## config.mk

```make
export PLATFORM = sky130hd
export DESIGN_NAME = serial_adder_ctrl
export DESIGN_NICKNAME = d
export VERILOG_FILES = /design/src/rtl/serial_adder_ctrl.sv
export SDC_FILE = /design/constraint.sdc
export NUM_CORES = 1
export LEC_CHECK = 0
export CAP_MARGIN = 20
export CORE_MARGIN = 2
export CORE_UTILIZATION = 30
export DETAILED_ROUTE_END_ITERATION = 8
export GPL_ROUTABILITY_DRIVEN = 1
export PLACE_DENSITY_LB_ADDON = 0.1
export SYNTH_ARGS = -nofsm -noshare
export SYNTH_HDL_FRONTEND = slang
export SYNTH_SLANG_ARGS = --single-unit
```

## constraint.sdc

```tcl
create_clock -name clk -period 3.15 [get_ports clk]
set_input_delay 0.63 -clock clk [delete_from_list [all_inputs] [get_ports clk]]
set_output_delay 0.63 -clock clk [all_outputs]
set_load 0.01 [all_outputs]
```

## src/rtl/serial_adder_ctrl.sv

```systemverilog
// Bit-serial add/subtract sequencer driving one external full-adder cell.
// Operands are shifted out LSB first; the carry is kept in a flop between bits.
module serial_adder_ctrl #(
    parameter int WIDTH = 4,
    parameter int CNT_W = $clog2(WIDTH) + 1
) (
    input  logic             clk,
    input  logic             reset,
    input  logic             start,
    input  logic             sub,
    input  logic [WIDTH-1:0] op_a,
    input  logic [WIDTH-1:0] op_b,
    output logic             fa_a,
    output logic             fa_b,
    output logic             fa_cin,
    input  logic             fa_y,
    input  logic             fa_c,
    output logic             busy,
    output logic             done,
    output logic [WIDTH-1:0] sum,
    output logic             cout,
    output logic             ovf
);

    typedef enum logic [1:0] {IDLE, RUN, DONE} state_t;

    state_t           state_q, state_d;
    logic [WIDTH-1:0] a_sh_q, b_sh_q;
    logic [WIDTH-2:0] res_sh_q;
    logic [CNT_W-1:0] cnt_q;
    logic             carry_q;
    logic [WIDTH-1:0] sum_q;
    logic             cout_q, ovf_q;
    logic             last_bit;
    logic [WIDTH-1:0] res_next;

    assign last_bit = (cnt_q == CNT_W'(WIDTH - 1));
    assign res_next = {fa_y, res_sh_q};

    always_ff @(posedge clk or posedge reset) begin
        if (reset) state_q <= IDLE;
        else       state_q <= state_d;
    end

    always_comb begin
        state_d = state_q;
        case (state_q)
            IDLE:    if (start) state_d = RUN;
            RUN:     if (last_bit) state_d = DONE;
            DONE:    state_d = IDLE;
            default: state_d = IDLE;
        endcase
    end

    always_comb begin
        busy   = (state_q != IDLE);
        done   = (state_q == DONE);
        fa_a   = 1'b0;
        fa_b   = 1'b0;
        fa_cin = 1'b0;
        if (state_q == RUN) begin
            fa_a   = a_sh_q[0];
            fa_b   = b_sh_q[0];
            fa_cin = carry_q;
        end
    end

    // Subtraction is A + ~B + 1: B is inverted on load and the carry seeded with 1.
    always_ff @(posedge clk or posedge reset) begin
        if (reset) begin
            a_sh_q   <= '0;
            b_sh_q   <= '0;
            res_sh_q <= '0;
            cnt_q    <= '0;
            carry_q  <= 1'b0;
            sum_q    <= '0;
            cout_q   <= 1'b0;
            ovf_q    <= 1'b0;
        end else begin
            case (state_q)
                IDLE: begin
                    if (start) begin
                        a_sh_q  <= op_a;
                        b_sh_q  <= op_b ^ {WIDTH{sub}};
                        carry_q <= sub;
                        cnt_q   <= '0;
                    end
                end
                RUN: begin
                    res_sh_q <= res_next[WIDTH-1:1];
                    carry_q  <= fa_c;
                    a_sh_q   <= a_sh_q >> 1;
                    b_sh_q   <= b_sh_q >> 1;
                    cnt_q    <= cnt_q + 1'b1;
                    if (last_bit) begin
                        sum_q  <= res_next;
                        cout_q <= fa_c;
                        // Carry into the MSB differing from carry out of it flags signed overflow.
                        ovf_q  <= carry_q ^ fa_c;
                    end
                end
                default: ;
            endcase
        end
    end

    assign sum  = sum_q;
    assign cout = cout_q;
    assign ovf  = ovf_q;

endmodule

```

==> results, run 1 <==
- The final worst slack is 0.675 ns.
- For this design the ratio of total power to cell area is 860 nW/um^2.
- The detailed-route wire length per cell is 12.9 um.
- Clock tree synthesis found a total of 23 sinks.
- The total count of hold-check failures in the final report was 0.
- Summed over all failing endpoints, the final setup total negative slack is 0 ns.
- The count of warnings emitted by yosys is 0.
- The die outline width is 65.2 um.
- The number of clock buffers inserted by TritonCTS is 3.
- The initial cell density of the core is 31.0%.
- Setup repair after global routing left no endpoint under its margin.
- The largest fanout on the critical path is 8.
- The via count of the first global-routing pass is 822.
- The clock-pin slew on the worst setup and hold paths is 0.08 ns.
- Synthesis instantiated 27 different standard cells from the library.
- The clock insertion delay at the later pin of the skew report is 0.26 ns.
- The total die area is 4250 sq um.
- The first detailed-routing pass took 4 iterations.
- The post-route netlist has 7.63% of its cells at a drive strength greater than 1.
- Across the run, the number of max-cap violations was 0.
- The worst path needs 2.47 ns of the cycle, external delays included.
- The final total power is 1.25 mW.
- With fillers left out, the area of the finished cells amounts to 1460 sq um.
- The number of antenna violations at the first check in global routing was 0.
- The final antenna diode count is 0.
- The detailed router placed 833 vias in this run.
- The final cell count without fillers is 179.
- The post-cts resize count is 0.
- Once placement completed, the tool counted placed cells totaling 175.
- The congestion estimate from routability-driven global placement came to 0.714.
- The worst setup slack before clock tree synthesis is 0.907 ns.
- After detailed placement, the total cell area comes to 1410 sq um.
- The total overflow left after global routing is 0.
- In this run the standard cell core region covers 3630 sq um.
- The setup check on the worst reg-to-reg path leaves a slack of 1.73 ns.
- The routed via count divided by cell count is 4.65.
- The quantity of I/O buffers inserted on ports is 24.
- The final routed wirelength across all metal layers is 2.31 mm.
- The largest net degree at the start of global routing is 24.
- The count of hold-fix buffers inserted at cts is 0.
- In the finished design, the share of the clock period the worst path needs comes to 78.6%.
- Final hold analysis gives a worst-case slack of 0.487 ns.
- 25 I/O pins were placed.
- Global routing consumed, over all layers together, 12.3% of the routing resources.
- The setup skew after layout is 0.00287 ns.
- Setup violations remaining at the end of the flow were counted as 0.
- The worst setup path is captured at an output port.
- In the synthesized netlist, the number of instances is 105.
- The worst pin sits at a relative slew slack of 41.6%.
- Fill cells in the final layout number 380.
- The half-perimeter wire length after detailed placement is 1.68 mm.
- The max-slew violation count is 0.
- The signed area change from the synthesized netlist to the final layout is 29.5%.
- The die span in y is 65.2 um.
- The number of core rows is 22.
- The core utilization of the finished layout is 40.1%.
- The CTS H-tree depth is 1.
- Timing would allow up to 404 MHz.
- The type of the worst min-delay path is reg -> reg.
- Clock tree synthesis selected as its root buffer the cell sky130_fd_sc_hd__clkbuf_8.
- The flow ran to the end, and the final reports show no timing, DRC or antenna violations.
- Summing every instance area after synthesis gives 1120 sq um.
- Once the clock tree was built, the setup fixing pass inserted 0 buffers.
- Averaged over all synthesized cells, the footprint is 10.7 sq um.
- The nature of the critical path startpoint is a flip-flop.
- Of the synthesized area, sequential elements account for 51.2%.
- Across the VDD grid, the largest voltage drop is 0.000320 V.
- The number of nets in the synthesized netlist is 121.
- At the worst endpoint, the required time is 2.52 ns.
- The residual DRC count is 0.
- The wire length of the first global-routing pass is 4.06 mm.
- The number of nets in the finished design is 148.
- The measured slew at the worst slew-check pin is 0.876 ns.
- Once detail routing completed, the nets flagged for antenna violations numbered 0.
- In this run, synthesis produced a sequential element count of 23.
- For the worst setup path, the data arrival time is 1.84 ns.
- The CTS tree is yes.
- The initial detailed-routing violation count is 39.
- The analysis attributes to cell leakage a power of 0.679 nW.
- In this run the deepest clock path goes through 2 buffers.
- The class of the most critical setup path is reg -> out.
==> synthesized netlist by cell type <==
library cell / instances / area [sq um]
sky130_fd_sc_hd__dfrtp_1: 23 / 576
sky130_fd_sc_hd__nand2_1: 19 / 71.3
sky130_fd_sc_hd__o21ai_1: 7 / 35.0
sky130_fd_sc_hd__a22oi_1: 6 / 45.0
sky130_fd_sc_hd__a21oi_1: 5 / 25.0
sky130_fd_sc_hd__mux2_1: 5 / 56.3
sky130_fd_sc_hd__nor2b_1: 5 / 31.3
sky130_fd_sc_hd__inv_1: 4 / 15.0
sky130_fd_sc_hd__xor2_1: 4 / 35.0
sky130_fd_sc_hd__and2_1: 3 / 18.8
sky130_fd_sc_hd__and2b_1: 3 / 22.5
sky130_fd_sc_hd__and3b_1: 2 / 17.5
sky130_fd_sc_hd__buf_2: 2 / 10.0
sky130_fd_sc_hd__buf_6: 2 / 22.5
sky130_fd_sc_hd__ha_1: 2 / 25.0
sky130_fd_sc_hd__o21ai_0: 2 / 10.0
sky130_fd_sc_hd__a222oi_1: 1 / 10.0
sky130_fd_sc_hd__a22o_1: 1 / 8.76
sky130_fd_sc_hd__clkbuf_1: 1 / 3.75
sky130_fd_sc_hd__nand2b_1: 1 / 6.26
sky130_fd_sc_hd__nand3b_4: 1 / 20.0
sky130_fd_sc_hd__nor2_1: 1 / 3.75
sky130_fd_sc_hd__nor3b_2: 1 / 12.5
sky130_fd_sc_hd__o21ba_1: 1 / 10.0
sky130_fd_sc_hd__o21bai_4: 1 / 18.8
sky130_fd_sc_hd__or2_2: 1 / 6.26
sky130_fd_sc_hd__xnor2_1: 1 / 8.76
==> per-layer routing <==
| layer | track usage, % | part of all wire (%) | vias up |
|---|---|---|---|
| li1 | - | - | 410 |
| met1 | 16.9 | 49 | 400 |
| met2 | 19.3 | 45 | 21 |
| met3 | 2.57 | 5.5 | 2 |
| met4 | 4.69 | 1.0 | 0 |
| met5 | 0 | 0 | - |
==> state kept, by name, indices dropped and copies added (netlist names) <==
register,count
sum,4
b_sh_q,4
carry_q,1
a_sh_q,4
ovf,1
res_sh_q,3
state_q,2
cout,1
cnt_q,3
==> critical path, cell delays in order, from the launching register on <==
cell and delay (ns):
sky130_fd_sc_hd__dfrtp_1 0.38, sky130_fd_sc_hd__nor2b_1 0.47, sky130_fd_sc_hd__and2_1 0.21, sky130_fd_sc_hd__clkdlybuf4s50_1 0.53
==> power breakdown <==
part           internal, mW  switching [mW]
registers             0.424          0.0721
clock network        0.0900          0.0881
logic                 0.299           0.278
total                 0.814           0.439
==> final timing paths <==
| check | start | endpoint | cells past startpoint |
|---|---|---|---|
| min in group asynchronous | reset | cnt_q[1] | 2 |
| min reg2reg | res_sh_q[0] | res_sh_q[0] | 2 |
| max | state_q[1] | fa_b | 3 |
| max in group asynchronous | reset | b_sh_q[1] | 2 |
| max reg2reg | cnt_q[0] | cout | 4 |
| min | res_sh_q[0] | res_sh_q[0] | 2 |
==> cell usage in the layout (no fill, tap or decap), types with 2 or more instances in the layout <==
cell / instances
sky130_fd_sc_hd__a21oi_1: 5
sky130_fd_sc_hd__and2_1: 3
sky130_fd_sc_hd__and3b_1: 2
sky130_fd_sc_hd__nand2_1: 19
sky130_fd_sc_hd__mux2_1: 5
sky130_fd_sc_hd__clkdlybuf4s50_1: 24
sky130_fd_sc_hd__xor2_1: 4
sky130_fd_sc_hd__o21ai_0: 2
sky130_fd_sc_hd__and2b_1: 3
sky130_fd_sc_hd__o21ai_1: 7
sky130_fd_sc_hd__a22oi_1: 6
sky130_fd_sc_hd__inv_1: 4
sky130_fd_sc_hd__clkbuf_8: 3
sky130_fd_sc_hd__ha_1: 2
sky130_fd_sc_hd__dfrtp_1: 23
sky130_fd_sc_hd__buf_4: 3
sky130_fd_sc_hd__nor2b_1: 5
==> final cells by class <==
cell class	instances	area (sq um)	share of cell area (%)
clock buffers	4	45.0	3.09
inverters	4	15.0	1.03
multi-input cells	73	498	34.2
flip-flops and latches	23	576	39.5
well taps	48	60.1	4.12
repair buffers	27	263	18.0
==> kinds of logic after synthesis <==
kind of cell / Yosys count / synth area share (%)
flip-flops: 23 / 51.2
multiplexers: 5 / 5.01
XOR/XNOR: 5 / 3.89
adder cells (fa/ha/maj): 2 / 2.22
buffers and inverters: 9 / 4.56
AND/OR/NAND/NOR: 37 / 18.7
AO/OA/AOI/OAI: 24 / 14.5
(Power assumes the default switching activity.)
==> inputs of run 2 (changes only) <==
- clock period: 3.15 -> 2.5 ns (I/O delays scaled with it)
==> results, run 2 (synthesis results as in run 1) <==
- The delay of the slowest cell on the worst path is 0.53 ns (about the same).
- The final worst slack was 0.333 ns (-0.343 ns).
- Traced cell by cell, the critical path runs through nor2b_1, and2_1, clkdlybuf4s50_1.
- The sequential cell area was 576 sq um (unchanged).
- The post-CTS repair timing setup buffer count came to 0 (unchanged).
- The largest buffer count on any clock path was 2 (unchanged).
- The number of nets in the finished design is 150 (+1.4%).
- The final total power was 1.59 mW (+27%).
- The number of detailed-route iterations in the first pass is 4 (unchanged).
- The setup skew after layout was 0.00154 ns (-0.00133 ns).
- The top cell types in the final layout, fill and taps aside, are sky130_fd_sc_hd__clkdlybuf4s50_1, sky130_fd_sc_hd__dfrtp_1, sky130_fd_sc_hd__nand2_1.
- The total die area is 4250 sq um (unchanged).
- The final-layout worst hold slack is 0.486 ns (-0.00103 ns).
- The internal power of the cells is 1.03 mW (+27%).
- The clock period could shrink to 2.17 ns.
- The initial detailed-routing violation count was 38 (-2.6%).
- The peak supply drop is 0.000471 V (+47%).
- The critical-path cell with the highest stage delay is sky130_fd_sc_hd__clkdlybuf4s50_1.
- The wire length of the first global-routing pass was 4.00 mm (-1.5%).
- The via count of the first global-routing pass is 811 (-1.3%).
- The setup slack on the worst flop-to-flop path is 1.08 ns (-0.65 ns).
- The core utilization of the finished layout is 40.5% (+0.45 points).
- The count of final setup violators was 0 (unchanged).
- The total area of multi-input combinational cells was 498 sq um (unchanged).
- The number of core rows is 22 (unchanged).
- Setup repair after global routing left no endpoint under its margin.
- The number of clock buffers inserted by TritonCTS was 3 (unchanged).
- The count of hold-fix buffers inserted at cts came to 0 (unchanged).
- The number of max-cap violations came to 0 (unchanged).
- The post-cts resize count is 0 (unchanged).
- The placer congestion estimate was 0.720 (+0.95%).
- The final antenna diode count is 0 (unchanged).
- The clock-pin slew on the worst setup and hold paths is 0.08 ns (about the same).
- The residual DRC count was 0 (unchanged).
- The data arrival time of the critical path is 1.67 ns (-0.17 ns).
- The detailed-route wire length per cell is 12.7 um (-1.4%).
- CTS placed an instance of sky130_fd_sc_hd__clkbuf_8 at the clock tree root.
- The clock insertion delay at the later pin of the skew report came to 0.26 ns (about the same).
- The switching part of the total power came to 35.1% (+0.060 points).
- The total count of hold-check failures in the final report is 0 (unchanged).
- The routed via count divided by cell count is 4.57 (-1.8%).
- The worst setup slack before clock tree synthesis came to 0.599 ns (-0.309 ns).
- The die span in y came to 65.2 um (unchanged).
- The largest fanout on the critical path is 5 (-3).
- The number of ports placed on the die boundary is 25 (unchanged).
- The antenna violation net count after detailed routing is 0 (unchanged).
- The all-layer global routing usage is 12.2% (-0.17 points).
- The fraction of layout instances using a drive strength above 1 is 9.77% (+2.1 points).
- The fraction of power consumed by the clock network was 14.5% (+0.3 points).
- The switching component of the power is 0.559 mW (+27%).
- The quantity of I/O buffers inserted on ports is 24 (unchanged).
- The summed area of non-filler cells in the final layout is 1470 sq um (+1.1%).
- The CTS H-tree depth is 1 (unchanged).
- The total global routing overflow is 0 (unchanged).
- The nature of the critical path startpoint is a flip-flop.
- The final total negative setup slack is 0 ns (unchanged).
- The post-detailed-placement cell area was 1430 sq um (+1.1%).
- The combinational share of power was 46.2% (about the same).
- Static timing analysis puts the maximum clock frequency at 461 MHz.
- The total leakage power is 0.691 nW (+1.8%).
- The largest net degree at the start of global routing is 24 (unchanged).
- In this run the worst hold path is classified as reg -> reg.
- The layout filler cell count is 369 (-2.9%).
- The die outline width is 65.2 um (unchanged).
- After layout, the worst path uses 86.7% of the clock period.
- The clock sink total came to 23 (unchanged).
- The sequential group share of total power came to 39.3% (-0.3 points).
- The half-perimeter wire length after detailed placement was 1.64 mm (-2.0%).
- The class of the most critical setup path is reg -> out.
- The required time at the worst-slack endpoint came to 2.00 ns (-0.52 ns).
- The areal power density over the cells came to 1080 nW/um^2 (+26%).
- STA classifies the critical path endpoint as an output port.
- The CTS tree is yes.
- The post-placement cell count is 177 (+1.1%).
- The final cell count without fillers was 181 (+1.1%).
- The initial cell density of the core is 31.0% (unchanged).
- The most common cell after layout, fill and taps aside is sky130_fd_sc_hd__clkdlybuf4s50_1.
- The run finished with clean final reports.
- The relative max-transition margin is 75.8% (+34 points).
- The max-slew violation count is 0 (unchanged).
- The routed via count is 827 (-0.72%).
- The area of the core was 3630 sq um (unchanged).
- The measured slew at the worst slew-check pin is 0.362 ns (-0.513 ns).
- The number of antenna violations at the first check in global routing is 0 (unchanged).
- The final routed wirelength across all metal layers was 2.30 mm (-0.26%).
- The signed area change from the synthesized netlist to the final layout is 30.9%.
==> run 2: critical path: cells and delay by family (launching register included) <==
family        cells  cell delay, ns
simple gates      2            0.49
buf+inv           1            0.53
flops             1            0.38
==> run 2: cell type report <==
cell class,instances,share of cell area (%)
Multi-Input combinational cell,73,33.8
Tap cell,48,4.08
Timing Repair Buffer,29,18.9
Inverter,4,1.02
Sequential cell,23,39.1
Clock buffer,3,2.80
Clock inverter,1,0.340
==> run 2: worst paths after layout <==
kind | cells after the start | to | start
worst min register to register | 2 | res_sh_q[0] | res_sh_q[0]
max in group asynchronous | 3 | b_sh_q[3] | reset
worst max register to register | 4 | cout | cnt_q[0]
worst max-delay path | 3 | fa_cin | state_q[1]
worst min-delay path | 2 | res_sh_q[0] | res_sh_q[0]
min in group asynchronous | 3 | sum[0] | reset
==> run 2: layer usage <==
| layer | vias up | wire length, um | GRT usage, % |
|---|---|---|---|
| li1 | 411 | - | - |
| met3 | 2 | 107 | 3.08 |
| met1 | 397 | 1170 | 17.0 |
| met2 | 17 | 1000 | 18.1 |
| met4 | 0 | 23 | 4.69 |
| met5 | - | 0 | 0 |
==> run 2: power groups by stage <==
stage	clock network, mW	logic, mW	registers (mW)
after floorplan	0	0.452	0.642
after global placement	0	0.742	0.631
after detailed placement	0	0.754	0.633
after CTS	0.243	0.755	0.627
after global routing	0.258	0.830	0.649
final	0.231	0.736	0.626
==> inputs of run 3 (changes only) <==
- SLEW_MARGIN: unset -> 20
==> results of run 3 <==
Same layout as run 2: the final DEF is identical, and so are final timing and power.
==> patch 1, RTL diff (settings of run 2) <==
The parameter `WIDTH` goes from 4 to 8.
--- a/src/rtl/serial_adder_ctrl.sv
+++ b/src/rtl/serial_adder_ctrl.sv
@@ -1,7 +1,7 @@
 // Bit-serial add/subtract sequencer driving one external full-adder cell.
 // Operands are shifted out LSB first; the carry is kept in a flop between bits.
 module serial_adder_ctrl #(
-    parameter int WIDTH = 4,
+    parameter int WIDTH = 8,
     parameter int CNT_W = $clog2(WIDTH) + 1
 ) (
     input  logic             clk,
Interface: changed (resized op_a, op_b and sum); port bits go from 25 to 37. No check against the original RTL was run, so the function may have changed too.
==> patch 1 against run 2 <==
  * Die area up 63%
  * Clock skew up 0.0051 ns
  * First-iteration DRC count up 61%
  * Power up 77%
  * Routed wire length up 61%
  * Cell area up 64%
  * Register-to-register slack worse by 0.40 ns
  * Clock power up 120%
  * Sequential cell count up 17
  * Combinational power up 60%
  * Synthesized cell count up 56%
  * Setup slack worse by 0.13 ns
  * Worst hold slack worse by 0.0046 ns
  * Synthesized area up 68%
  * Largest power group unchanged
==> patch 1: results (changes against run 2) <==
{
  "place": {
    "routabilityCongestion": {"value": 0.7152, "change": "-0.71%"},
    "dp_hpwl": {"value": 2.601, "unit": "mm", "change": "+58%"},
    "io_buffer_count": {"value": 36, "change": "+50%"},
    "place_area": {"value": 2315, "unit": "um^2", "change": "+62%"}
  },
  "clock_network": {
    "clock_insertion_delay_worst_skew": {"value": 0.29, "unit": "ns", "change": "+0.03 ns"},
    "h-tree-depth": {"value": 2, "change": "+1"}
  },
  "power": {
    "power.ir.vdd_worst": {"value": 0.3980, "unit": "mV", "change": "-15%"}
  },
  "yosys": {
    "synthAdderAreaFrac": {"value": 0.006627, "change": "-0.01562"},
    "ys_top_cells_by_count": "dfrtp_1, nand2_1, and3b_1",
    "xor_and_xnor_fraction_of_the_mapped_netlist_area": {"value": 0.04175, "change": "+0.002817"},
    "synth_compound_gate_area_share": {"value": 0.1173, "change": "-0.02731"},
    "yosys-mux-area-fraction": {"value": 0.08350, "change": "+0.03344"},
    "net_count_after_synthesis": {"value": 187, "change": "+55%"}
  },
  "setup_path": {
    "r2r_slack": {"value": 0.68, "unit": "ns", "change": "-0.40 ns"},
    "critPathMaxFanout": {"value": 12, "change": "+7"},
    "crit-reg2reg-capture": "cnt_q[3]$_DFFE_PP0P_",
    "slowest_stage": "dfrtp_1",
    "worst-r2r-cell-count": {"value": 5, "change": "+1"},
    "cp.arrival": {"value": 1.80, "unit": "ns", "change": "+0.13 ns"},
    "critPathCapture": "fa_b"
  },
  "global_routing": {
    "number_of_global_route_vias_before_repair": {"value": 1371, "change": "+69%"}
  },
  "sta": {
    "clock_skew": {"value": 0.006656, "unit": "ns", "change": "+0.005117 ns"},
    "final_worst_path_cycle_share": {"value": 0.9205, "change": "+0.05357"}
  },
  "detailed_routing": {
    "drt-initial-drc-count": {"value": 61, "change": "+61%"},
    "drt-vias-per-instance": {"value": 4.738, "change": "+3.7%"}
  },
  "outcome": {
    "result_of_the_run": "completed"
  }
}
## patch 1: cell types whose count changed in the layout (fill, tap and decap cells not counted), moves of 7 or more
cell,before,now
dfrtp_1,23,40
o21ai_1,7,0
nand2_1,19,31
clkdlybuf4s50_1,24,36
o21ai_0,2,9
mux2_4,0,9
and3b_1,2,12
## patch 1: layout make-up
cell class | count | area share
Clock buffer | 6 | 0.02996
Clock inverter | 2 | 0.01446
Inverter | 4 | 0.006198
Multi-Input combinational cell | 109 | 0.3270
Sequential cell | 40 | 0.4132
Tap cell | 75 | 0.03874
Timing Repair Buffer | 43 | 0.1705
## patch 1: routing by layer
metal	routed length, um	global-route usage	vias to the layer above
met3	162	0.03082	8
met4	89	0.04918	0
li1	-	-	640
met1	1672	0.1388	640
met2	1784	0.1906	34
met5	0	0	-
## patch 1: power breakdown
group          leakage, nW  internal [W]  switching (W)
registers            0.509      0.000929       0.000199
clock network       0.0552      0.000296       0.000213
logic                0.582      0.000655       0.000528
## patch 1: stage by stage
step | std cells | total power (W) | hold slack [ns]
2_1_floorplan | 164 | 0.001929 | 0.4418
3_3_place_gp | 271 | 0.002321 | 0.4681
3_5_place_dp | 271 | 0.002350 | 0.4672
4_1_cts | 279 | 0.002876 | 0.4875
5_1_grt | 279 | 0.003051 | 0.5175
6_report | 279 | 0.002820 | 0.4811
## patch 1: logic make-up (layout without fill, tap and decap cells)
logic type / Yosys count / after routing
flip-flops: 40 / 40
multiplexers: 11 / 11
AO/OA/AOI/OAI: 32 / 32
adder cells (fa/ha/maj): 1 / 1
AND/OR/NAND/NOR: 56 / 56
XOR/XNOR: 9 / 9
buffers and inverters: 15 / 55
==> patch 2, RTL diff (config.mk and constraints of run 2) <==
Without the edit above. Add an input register stage for `start`, `sub`, `op_a`, `op_b`, `fa_y` and `fa_c`, without a reset; this delays them by one clock.
--- a/src/rtl/serial_adder_ctrl.sv
+++ b/src/rtl/serial_adder_ctrl.sv
@@ -24,6 +24,22 @@
 
     typedef enum logic [1:0] {IDLE, RUN, DONE} state_t;
 
+    logic start_q;
+    logic sub_q;
+    logic [WIDTH-1:0] op_a_q;
+    logic [WIDTH-1:0] op_b_q;
+    logic fa_y_q;
+    logic fa_c_q;
+
+    always_ff @(posedge clk) begin
+        start_q <= start;
+        sub_q   <= sub;
+        op_a_q  <= op_a;
+        op_b_q  <= op_b;
+        fa_y_q  <= fa_y;
+        fa_c_q  <= fa_c;
+    end
+
     state_t           state_q, state_d;
     logic [WIDTH-1:0] a_sh_q, b_sh_q;
     logic [WIDTH-2:0] res_sh_q;
@@ -35,7 +51,7 @@
     logic [WIDTH-1:0] res_next;
 
     assign last_bit = (cnt_q == CNT_W'(WIDTH - 1));
-    assign res_next = {fa_y, res_sh_q};
+    assign res_next = {fa_y_q, res_sh_q};
 
     always_ff @(posedge clk or posedge reset) begin
         if (reset) state_q <= IDLE;
@@ -45,7 +61,7 @@
     always_comb begin
         state_d = state_q;
         case (state_q)
-            IDLE:    if (start) state_d = RUN;
+            IDLE:    if (start_q) state_d = RUN;
             RUN:     if (last_bit) state_d = DONE;
             DONE:    state_d = IDLE;
             default: state_d = IDLE;
@@ -79,24 +95,24 @@
         end else begin
             case (state_q)
                 IDLE: begin
-                    if (start) begin
-                        a_sh_q  <= op_a;
-                        b_sh_q  <= op_b ^ {WIDTH{sub}};
-                        carry_q <= sub;
+                    if (start_q) begin
+                        a_sh_q  <= op_a_q;
+                        b_sh_q  <= op_b_q ^ {WIDTH{sub_q}};
+                        carry_q <= sub_q;
                         cnt_q   <= '0;
                     end
                 end
                 RUN: begin
                     res_sh_q <= res_next[WIDTH-1:1];
-                    carry_q  <= fa_c;
+                    carry_q  <= fa_c_q;
                     a_sh_q   <= a_sh_q >> 1;
                     b_sh_q   <= b_sh_q >> 1;
                     cnt_q    <= cnt_q + 1'b1;
                     if (last_bit) begin
                         sum_q  <= res_next;
-                        cout_q <= fa_c;
+                        cout_q <= fa_c_q;
                         // Carry into the MSB differing from carry out of it flags signed overflow.
-                        ovf_q  <= carry_q ^ fa_c;
+                        ovf_q  <= carry_q ^ fa_c_q;
                     end
                 end
                 default: ;
Function: changed (Yosys sat finds a counterexample within 4 cycles, from zero or initial values and one cycle with reset high).
==> patch 2 against run 2 <==
  * Synthesized area grew 18%
  * Die area rose by 16%
  * Fmax down 3.8%
  * Power increased by 22%
  * Setup slack worse by 0.085 ns
  * Sequential cell count up 12
  * Sequential power increased by 33%
  * Cell area is 16% higher
  * Register-to-register slack lost 0.07 ns
  * Non-clock buffer count down 2
  * Synthesized cell count rose by 4.8%
  * Clock power up 93%
  * Routed wire length up 2.1%
  * Critical endpoint is now fa_b
  * Largest power group is now registers
==> patch 2: results (changes against run 2) <==
{
  "setup_path": {
    "critPathMaxFanout": {"value": 7, "change": "+2"},
    "cp.arrival": {"value": 1.75, "unit": "ns", "change": "+0.08 ns"},
    "critPathTopFamily": "simple AND/OR/NAND/NOR gates"
  },
  "power": {
    "power_frac_clock": {"value": 0.228, "change": "+0.083"},
    "power.internal": {"value": 0.001359, "unit": "W", "change": "+31%"},
    "power.ir.vdd_worst": {"value": 0.3465, "unit": "mV", "change": "-26%"},
    "powerClk": {"value": 0.000445, "unit": "W", "change": "+93%"},
    "power_combinational": {"value": 0.000673, "unit": "W", "change": "-8.6%"}
  },
  "finish": {
    "final-nonclk-buf-share": {"value": 0.1535, "change": "-0.03511"},
    "area_of_the_multi_input_gates": {"value": 452.9, "unit": "um^2", "change": "-9.0%"},
    "num-multi-input-gates": {"value": 66, "change": "-9.6%"},
    "total_nets_final": {"value": 155, "change": "+3.3%"},
    "final_layout_size_suffix_gt1_frac": {"value": 0.1286, "change": "+0.03083"},
    "ff_latch_area": {"value": 815.8, "unit": "um^2", "change": "+42%"},
    "clkCellAreaFrac": {"value": 0.05848, "change": "+0.02704"},
    "buffers": {"value": 27, "change": "-6.9%"},
    "n_clock_buffer": {"value": 8, "change": "+5"},
    "n_fill_cell": {"value": 431, "change": "+17%"}
  },
  "sta": {
    "clock_skew": {"value": 0.005010, "unit": "ns", "change": "+0.003471 ns"},
    "transition_time_of_the_tightest_slew_check_pin": {"value": 0.4419, "unit": "ns", "change": "+0.07941 ns"}
  },
  "global_routing": {
    "number_of_global_route_vias_before_repair": {"value": 878, "change": "+8.3%"},
    "track_usage": {"value": 0.1113, "change": "-0.01046"},
    "grt_util_met2": {"value": 0.1562, "change": "-0.02494"},
    "global_route.usage.met3": {"value": 0.05339, "change": "+0.02257"},
    "wire_length_of_the_first_global_routing_pass": {"value": 4.105, "unit": "mm", "change": "+2.8%"}
  },
  "detailed_routing": {
    "drt-initial-drc-count": {"value": 47, "change": "+24%"},
    "final_routed_wirelength": {"value": 2.348, "unit": "mm", "change": "+2.1%"},
    "routedWlPerCell": {"value": 12.23, "unit": "um", "change": "-3.8%"},
    "dr.pass1.iters": {"value": 2, "change": "-2"}
  },
  "place": {
    "dp_hpwl": {"value": 1.562, "unit": "mm", "change": "-5.0%"},
    "place_area": {"value": 1612, "unit": "um^2", "change": "+13%"},
    "post-place-cells": {"value": 184, "change": "+4.0%"},
    "routabilityCongestion": {"value": 0.6449, "change": "-10%"}
  },
  "outcome": {
    "result_of_the_run": "completed"
  },
  "yosys": {
    "async_set_reset_flop_share_out_of_synthesis": {"value": 0.6571, "change": "-0.3429"},
    "net_count_after_synthesis": {"value": 126, "change": "+4.1%"},
    "yosys.cell_types.count": {"value": 26, "change": "-3.7%"},
    "netlist_top_cells_area": "dfrtp_1, dfxtp_1, nand2_1"
  },
  "clock_network": {
    "cts_inserted_buffers": {"value": 5, "change": "+2"},
    "h-tree-depth": {"value": 2, "change": "+1"}
  },
  "hold_path": {
    "worstHoldStart": "fa_y_q$_DFF_P_"
  }
}
[patch 2: logic make-up (layout without fill, tap and decap cells)]
logic type	count (synthesis)	count (layout)	synth area share
compound gates	20	20	0.1116
mux	5	5	0.04257
simple gates	34	34	0.1362
xor+xnor	5	5	0.03311
buf+inv	9	39	0.04067
fa+ha+maj	2	2	0.01892
flops	35	35	0.6168
[patch 2: final timing paths]
| kind | end | slack, ns | cells past startpoint |
|---|---|---|---|
| hold reg to reg | res_sh_q[2]$_DFFE_PP0P_ | 0.44 | 2 |
| min in group asynchronous | ovf$_DFFE_PP0P_ | 0.56 | 3 |
| max in group asynchronous | a_sh_q[1]$_DFFE_PP0P_ | 1.70 | 3 |
| setup reg to reg | sum[1]$_DFFE_PP0P_ | 1.01 | 4 |
| setup / recovery | fa_b | 0.25 | 3 |
| hold / removal | res_sh_q[2]$_DFFE_PP0P_ | 0.44 | 2 |
